===== config.mk =====
export PLATFORM = sky130hd
export DESIGN_NAME = sort_serializer
export DESIGN_NICKNAME = d
export VERILOG_FILES = /design/src/rtl/sort_serializer.sv
export SDC_FILE = /design/constraint.sdc
export NUM_CORES = 1
export LEC_CHECK = 0
export ABC_AREA = 1
export ABC_CLOCK_PERIOD_IN_PS = 3700
export CORE_ASPECT_RATIO = 0.6
export CORE_MARGIN = 1
export CORE_UTILIZATION = 30
export CTS_CLUSTER_DIAMETER = 50
export DETAILED_ROUTE_END_ITERATION = 6
export GPL_TIMING_DRIVEN = 0
export HOLD_SLACK_MARGIN = 0.1
export SLEW_MARGIN = 20
export SYNTH_ARGS = -nofsm -noshare
export SYNTH_HDL_FRONTEND = slang
export SYNTH_SLANG_ARGS = --single-unit

===== constraint.sdc =====
create_clock -name clk -period 3.7 [get_ports clk]
set_input_delay 0.74 -clock clk [delete_from_list [all_inputs] [get_ports clk]]
set_output_delay 0.74 -clock clk [all_outputs]
set_load 0.01 [all_outputs]

===== src/rtl/sort_serializer.sv =====
// sort_serializer: captures a 5-word sorted block (rank 1 = largest) and streams
// it out one word per accepted transfer over a valid/ready handshake.
//
// Ports:
//   clk        rising-edge clock for all state
//   rst        synchronous active-high reset
//   load       capture request (honoured only while idle)
//   in1..in5   16-bit sorter result words, rank 1 to rank 5
//   busy       a block is held or being streamed
//   out_data   current stream word (0 while idle)
//   out_valid  out_data is valid (same as busy)
//   out_ready  downstream accepts the current word
//   out_last   current word is the final word of the block
//   order_err  last captured block was not in non-increasing order
//
// Build option: define SORT_SERIALIZER_DEDUP_EN to drop words equal to their
// higher-ranked neighbour, so a block streams 1 to 5 distinct words.

module sort_serializer (
   input  logic        clk,
   input  logic        rst,
   input  logic        load,
   input  logic [15:0] in1,
   input  logic [15:0] in2,
   input  logic [15:0] in3,
   input  logic [15:0] in4,
   input  logic [15:0] in5,
   output logic        busy,
   output logic [15:0] out_data,
   output logic        out_valid,
   input  logic        out_ready,
   output logic        out_last,
   output logic        order_err
);

   typedef enum logic {
      StIdle = 1'b0,
      StSend = 1'b1
   } state_e;

   state_e      state_q, state_d;
   logic [2:0]  idx_q, idx_d;
   logic [2:0]  next_idx;
   logic        final_word;
   logic [15:0] word_q [1:5];
   logic [15:0] word_d [1:5];
   logic [15:0] in_w   [1:5];
   logic        order_err_q, order_err_d;
   logic        order_bad;

   assign in_w[1] = in1;
   assign in_w[2] = in2;
   assign in_w[3] = in3;
   assign in_w[4] = in4;
   assign in_w[5] = in5;

   // Any rising step between adjacent ranks; equal neighbours are legal.
   assign order_bad = (in1 < in2) | (in2 < in3) | (in3 < in4) | (in4 < in5);

`ifdef SORT_SERIALIZER_DEDUP_EN
   logic [5:1] keep_q, keep_d, keep_in;
   logic [2:0] last_q, last_d, last_in;

   // Keep mask and index of the highest kept word, evaluated on the live inputs.
   always_comb begin
      keep_in = 5'b00001;
      for (int k = 2; k <= 5; k++) begin
         keep_in[k] = (in_w[k] != in_w[k-1]);
      end
      last_in = 3'd1;
      for (int k = 2; k <= 5; k++) begin
         if (keep_in[k]) last_in = 3'(k);
      end
   end

   // Smallest kept index above the current one; scanning downwards lets it win.
   always_comb begin
      next_idx = idx_q;
      for (int k = 5; k >= 2; k--) begin
         if (k > int'(idx_q) && keep_q[k]) next_idx = 3'(k);
      end
   end

   assign final_word = (idx_q == last_q);
`else
   assign next_idx   = idx_q + 3'd1;
   assign final_word = (idx_q == 3'd5);
`endif

   always_comb begin
      state_d     = state_q;
      idx_d       = idx_q;
      word_d      = word_q;
      order_err_d = order_err_q;
`ifdef SORT_SERIALIZER_DEDUP_EN
      keep_d      = keep_q;
      last_d      = last_q;
`endif
      unique case (state_q)
         StIdle: begin
            if (load) begin
               word_d      = in_w;
               idx_d       = 3'd1;
               order_err_d = order_bad;
               state_d     = StSend;
`ifdef SORT_SERIALIZER_DEDUP_EN
               keep_d      = keep_in;
               last_d      = last_in;
`endif
            end
         end
         StSend: begin
            // load is deliberately not looked at here, even on the final transfer.
            if (out_ready) begin
               if (final_word) begin
                  state_d = StIdle;
                  idx_d   = 3'd1;
               end else begin
                  idx_d = next_idx;
               end
            end
         end
      endcase
   end

   always_ff @(posedge clk) begin
      if (rst) begin
         state_q     <= StIdle;
         idx_q       <= 3'd1;
         order_err_q <= 1'b0;
         for (int k = 1; k <= 5; k++) begin
            word_q[k] <= '0;
         end
`ifdef SORT_SERIALIZER_DEDUP_EN
         keep_q      <= 5'b00001;
         last_q      <= 3'd1;
`endif
      end else begin
         state_q     <= state_d;
         idx_q       <= idx_d;
         order_err_q <= order_err_d;
         word_q      <= word_d;
`ifdef SORT_SERIALIZER_DEDUP_EN
         keep_q      <= keep_d;
         last_q      <= last_d;
`endif
      end
   end

   assign busy      = (state_q == StSend);
   assign out_valid = busy;
   assign out_last  = busy && final_word;
   assign order_err = order_err_q;

   always_comb begin
      out_data = '0;
      if (busy) out_data = word_q[idx_q];
   end

endmodule

==> results of run 1 <==
cells in the mapped netlist, drive strengths merged:
master	n
a21boi	1
nand3	18
clkbuf	12
nor3	8
nand2	125
ha	60
o21ai	111
inv	88
o21a	16
a22oi	3
dfxtp	85
buf	25
nor2	45
o211ai	1
a21oi	114
clkinv	2
layout make-up:
| type | instances | area (um^2) |
|---|---|---|
| Sequential cell | 85 | 1700 |
| Inverter | 90 | 340 |
| Clock buffer | 13 | 270 |
| Clock inverter | 3 | 42.5 |
| Timing Repair Buffer | 103 | 1030 |
| Fill cell | 1752 | 9740 |
| Multi-Input combinational cell | 502 | 2850 |
| Tap cell | 228 | 285 |
| Buffer | 37 | 268 |
registers in the layout (all words and copies together), names as in the netlist:
| name | count |
|---|---|
| order_err | 1 |
| word_q | 80 |
| idx_q | 3 |
| busy | 1 |
critical path: cells and delay by family (launching register included):
family	cells	cell delay (ns)
and+or+nand+nor	4	0.28
AOI/OAI and AO/OA	1	0.25
buffers and inverters	4	1.11
DFF	1	0.36
through the flow:
stage               worst slack (ns)  instance area (um^2)
finish                         0.603                  6790
global route                   0.517                  6790
CTS                            0.659                  6790
detailed placement              1.05                  6480
global placement                1.05                  6480
floorplan                       1.82                  5160
layer usage:
layer / vias to the layer above / GRT usage [%] / wire length, um
met4: 0 / 2.87 / 99
li1: 2609 / - / -
met1: 2316 / 30.4 / 8770
met3: 13 / 4.70 / 1450
met5: - / 0 / 0
met2: 202 / 25.8 / 6250
cells by family after synthesis:
logic type      Yosys count  share of synthesized area, %
buf+inv                 127                          11.8
simple gates            196                          15.9
fa+ha+maj                60                          14.5
flops                    85                          33.0
compound gates          246                          24.9
layout by cell type, fill, tap and decap left out:
cell type	n
clkdlybuf4s50_1	103
inv_1	84
nor2_8	2
nand2_4	1
a21oi_1	114
o211ai_1	1
nand2_2	1
buf_4	6
o21a_1	16
o21ai_0	52
nor2_1	42
o21ai_1	59
clkbuf_1	12
bufinv_16	1
clkbuf_2	1
inv_2	4
nand2_1	123
buf_6	13
nand3_1	18
dfxtp_1	85
a21boi_0	1
clkinvlp_4	1
nor3_1	8
nor2_4	1
clkbuf_16	9
clkbuf_8	3
clkinv_2	3
ha_1	60
a22oi_1	3
buf_2	6
power by group through the flow:
stage | combinational, mW | sequential [mW] | clock [mW]
finish | 0.549 | 1.03 | 0.946
global route | 0.618 | 1.04 | 0.990
CTS | 0.550 | 1.03 | 0.954
detailed placement | 0.546 | 1.05 | 0
global placement | 0.540 | 1.05 | 0
floorplan | 0.310 | 1.03 | 0
path summary, 6_finish.rpt:
check,slack (ns),end,startpoint
worst max-delay path,0.60,out_data[12],idx_q[0]
worst min-delay path,0.49,word_q[71],word_q[71]
worst max register to register,2.27,word_q[61],busy
worst min register to register,0.49,word_q[71],word_q[71]
==> metrics.sh, run 1 <==
OUTCOME='finished clean'
FIN_TNS_SETUP_NS=0
ANTENNA_FOUND_INITIAL=0
DETAILROUTE.VIA_COUNT=5140
REPORT.FINAL.SETUP_VIOL=0
FINAL_NET_COUNT=972
FF2FF_PATH_DEPTH=6
GPL.FINAL_WEIGHTED_CONGESTION=0.872
CTS_ROOT_BUFFER='clkbuf_16'
CRIT_PATH_TOP_DELAY_CELL='clkdlybuf4s50_1'
TRITONCTS_NUM_SINKS=85
LAYOUT-DRIVE-GT1-SHARE_PCT=6.24
CRITICAL_PATH_CLASS='reg -> out'
PLACEABLECOREAREA_UM2=16500
SYN-INSTANCE-COUNT=714
TRITONCTS='done'
P_CLK_SHARE_PCT=37.5
AVGVIACOUNTPERCELL=4.84
MAPPEDNETLISTAREA_UM2=5160
CTS.CLK_SLEW.WORST_PATHS_NS=0.07
MIN_PERIOD_NS=3.10
INITIAL_CORE_UTIL_PCT=31.2
INTERNAL_POWER_mW=1.81
FINALCLOCKSKEW_NS=0.00688
DESIGN.PORTCOUNT=104
ANT_DIODES=0
POST_SYNTH_MAIN_AREA_CONTRIBUTORS='dfxtp_1, ha_1, a21oi_1, nand2_1, inv_1'
DIE-HEIGHT_UM=104
GRT_PASS1_VIAS=4824
TOTAL_POWER_mW=2.52
MAX_SLEW.WORST_PIN.SLEW_NS=0.569
NUMBER_OF_REGISTER_BITS_INFERRED_BY_SYNTHESIS=85
CTS_BUFFERS=9
AREA.GROWTH.SYNTH_TO_FINAL_PCT=31.6
WORST_HOLD_SLACK_NS=0.487
WORSTSETUPENDPOINTTYPE='output port'
YS_TYPES=25
CP_CELL_SEQUENCE='buf_4 -> nand2_2 -> clkinv_2 -> buf_6 -> nand2_1 -> nand3_1 -> nand2_1 -> a21oi_1 -> clkdlybuf4s50_1'
CTS_HOLD_REPAIR.BUFFERS=0
FMAX_GHz=0.323
YOSYS_SYNTHESIS_WARNING_COUNT=0
NETSWITCHINGFRACTION_PCT=28.3
MAPPEDNETLISTNETS=858
FINAL_CELL_COUNT_NO_FILL=1061
DRC=0
CTS_RESIZED=0
POWER_FRAC_COMB_PCT=21.8
MIN_PERIOD_OVER_PERIOD_PCT=83.7
START_KIND='flip-flop'
CRITPATHMOSTFREQUENTCELL='nand2_1'
CRIT_FANOUT=10
WORSTPATHARRIVAL_NS=2.36
CRITICAL_PATH_REQUIRED_NS=2.96
MAXIMUM_NUMBER_OF_PINS_ON_ONE_NET_BEFORE_GLOBAL_ROUTE_REPAIR=14
WORSTHOLDPATHCELLS=2
PLACE.DETAILED.HPWL_UM=13700
PORT-BUFFER-COUNT=103
WIRELENGTH_UM=16600
SEQUENTIAL_TO_TOTAL_AREA_SHARE_FROM_YOSYS_STAT_PCT=33.0
CLK_LATENCY_NS=0.34
CLOCKBUFFERDEPTH=2
MIN-DELAY-PATH-CLASS='reg -> reg'
FLOORPLAN.DIE_AREA_UM2=17800
TIMING.MAX_SLEW.REL_SLACK_PCT=62.0
POWER_SWITCHING_mW=0.715
SEQ_POWER_SHARE_PCT=40.7
GLOBALROUTE.TOTALOVERFLOW=0
DETAIL_ROUTE.FIRST_PASS.ITERATIONS=5
YOSYS.AREA.TOP_TYPE_SHARE_PCT=33.0
SYNTH.AVG_CELL_AREA_UM2=7.23
IR_DROP_uV=202
DR_ITER_0_VIOLS=422
LONGEST_INDIVIDUAL_STAGE_DELAY_ON_THE_WORST_PATH_NS=0.60
DRT-WIRELENGTH-PER-CELL_UM=15.6
DRV_CAP=0
POWER_DENSITY_nW_PER_UM2=371
GRT_SETUP_UNREPAIRED='no'
POSTROUTEANTENNANETS=0
ROW_COUNT=36
SYNTH_LARGEST_AREA_CELL='dfxtp_1'
FINALCOREUTILIZATION_PCT=41.1
DIE_X_UM=171
TIMING.FINAL.HOLD_VIOLATIONS=0
FINAL-MAX-SLEW-VIOLATION-COUNT=0
GRT_USAGE_PCT=19.2
CTS_SETUP_BUFFERS=0
STATIC-LEAKAGE-POWER_nW=3.12
HTREE_LEVELS=3
GRT_FIRST_PASS_WIRELENGTH_UM=25900
PLACE_INST=1045
(Power assumes the default switching activity.)
==> run 2, diff against run 1 <==
Settings changed: ABC_CLOCK_PERIOD_IN_PS 3700 to 3200.
Clock period 3.7 ns to 3.2 ns, I/O delays scaled along.
==> results of run 2 <==
The final DEF is identical to that of run 1. Status: finished clean.
Among the figures that moved: setup slack after placement 1.05 ns -> 0.647 ns; setup slack after layout 0.603 ns -> 0.203 ns; register-to-register setup slack 2.27 ns -> 1.77 ns; total power 2.52 mW -> 2.92 mW; worst IR drop on VDD 202 uV -> 234 uV
==> run 3, diff against run 2 <==
Settings changed: ABC_CLOCK_PERIOD_IN_PS 3200 to 3350.
Clock period 3.2 ns to 3.35 ns, I/O delays scaled along.
==> results of run 3 <==
The final DEF is identical to that of run 1. Status: finished clean.
Among the figures that moved: setup slack after placement 1.05 ns -> 0.767 ns; setup slack after layout 0.603 ns -> 0.323 ns; register-to-register setup slack 2.27 ns -> 1.92 ns; total power 2.52 mW -> 2.79 mW; worst IR drop on VDD 202 uV -> 224 uV
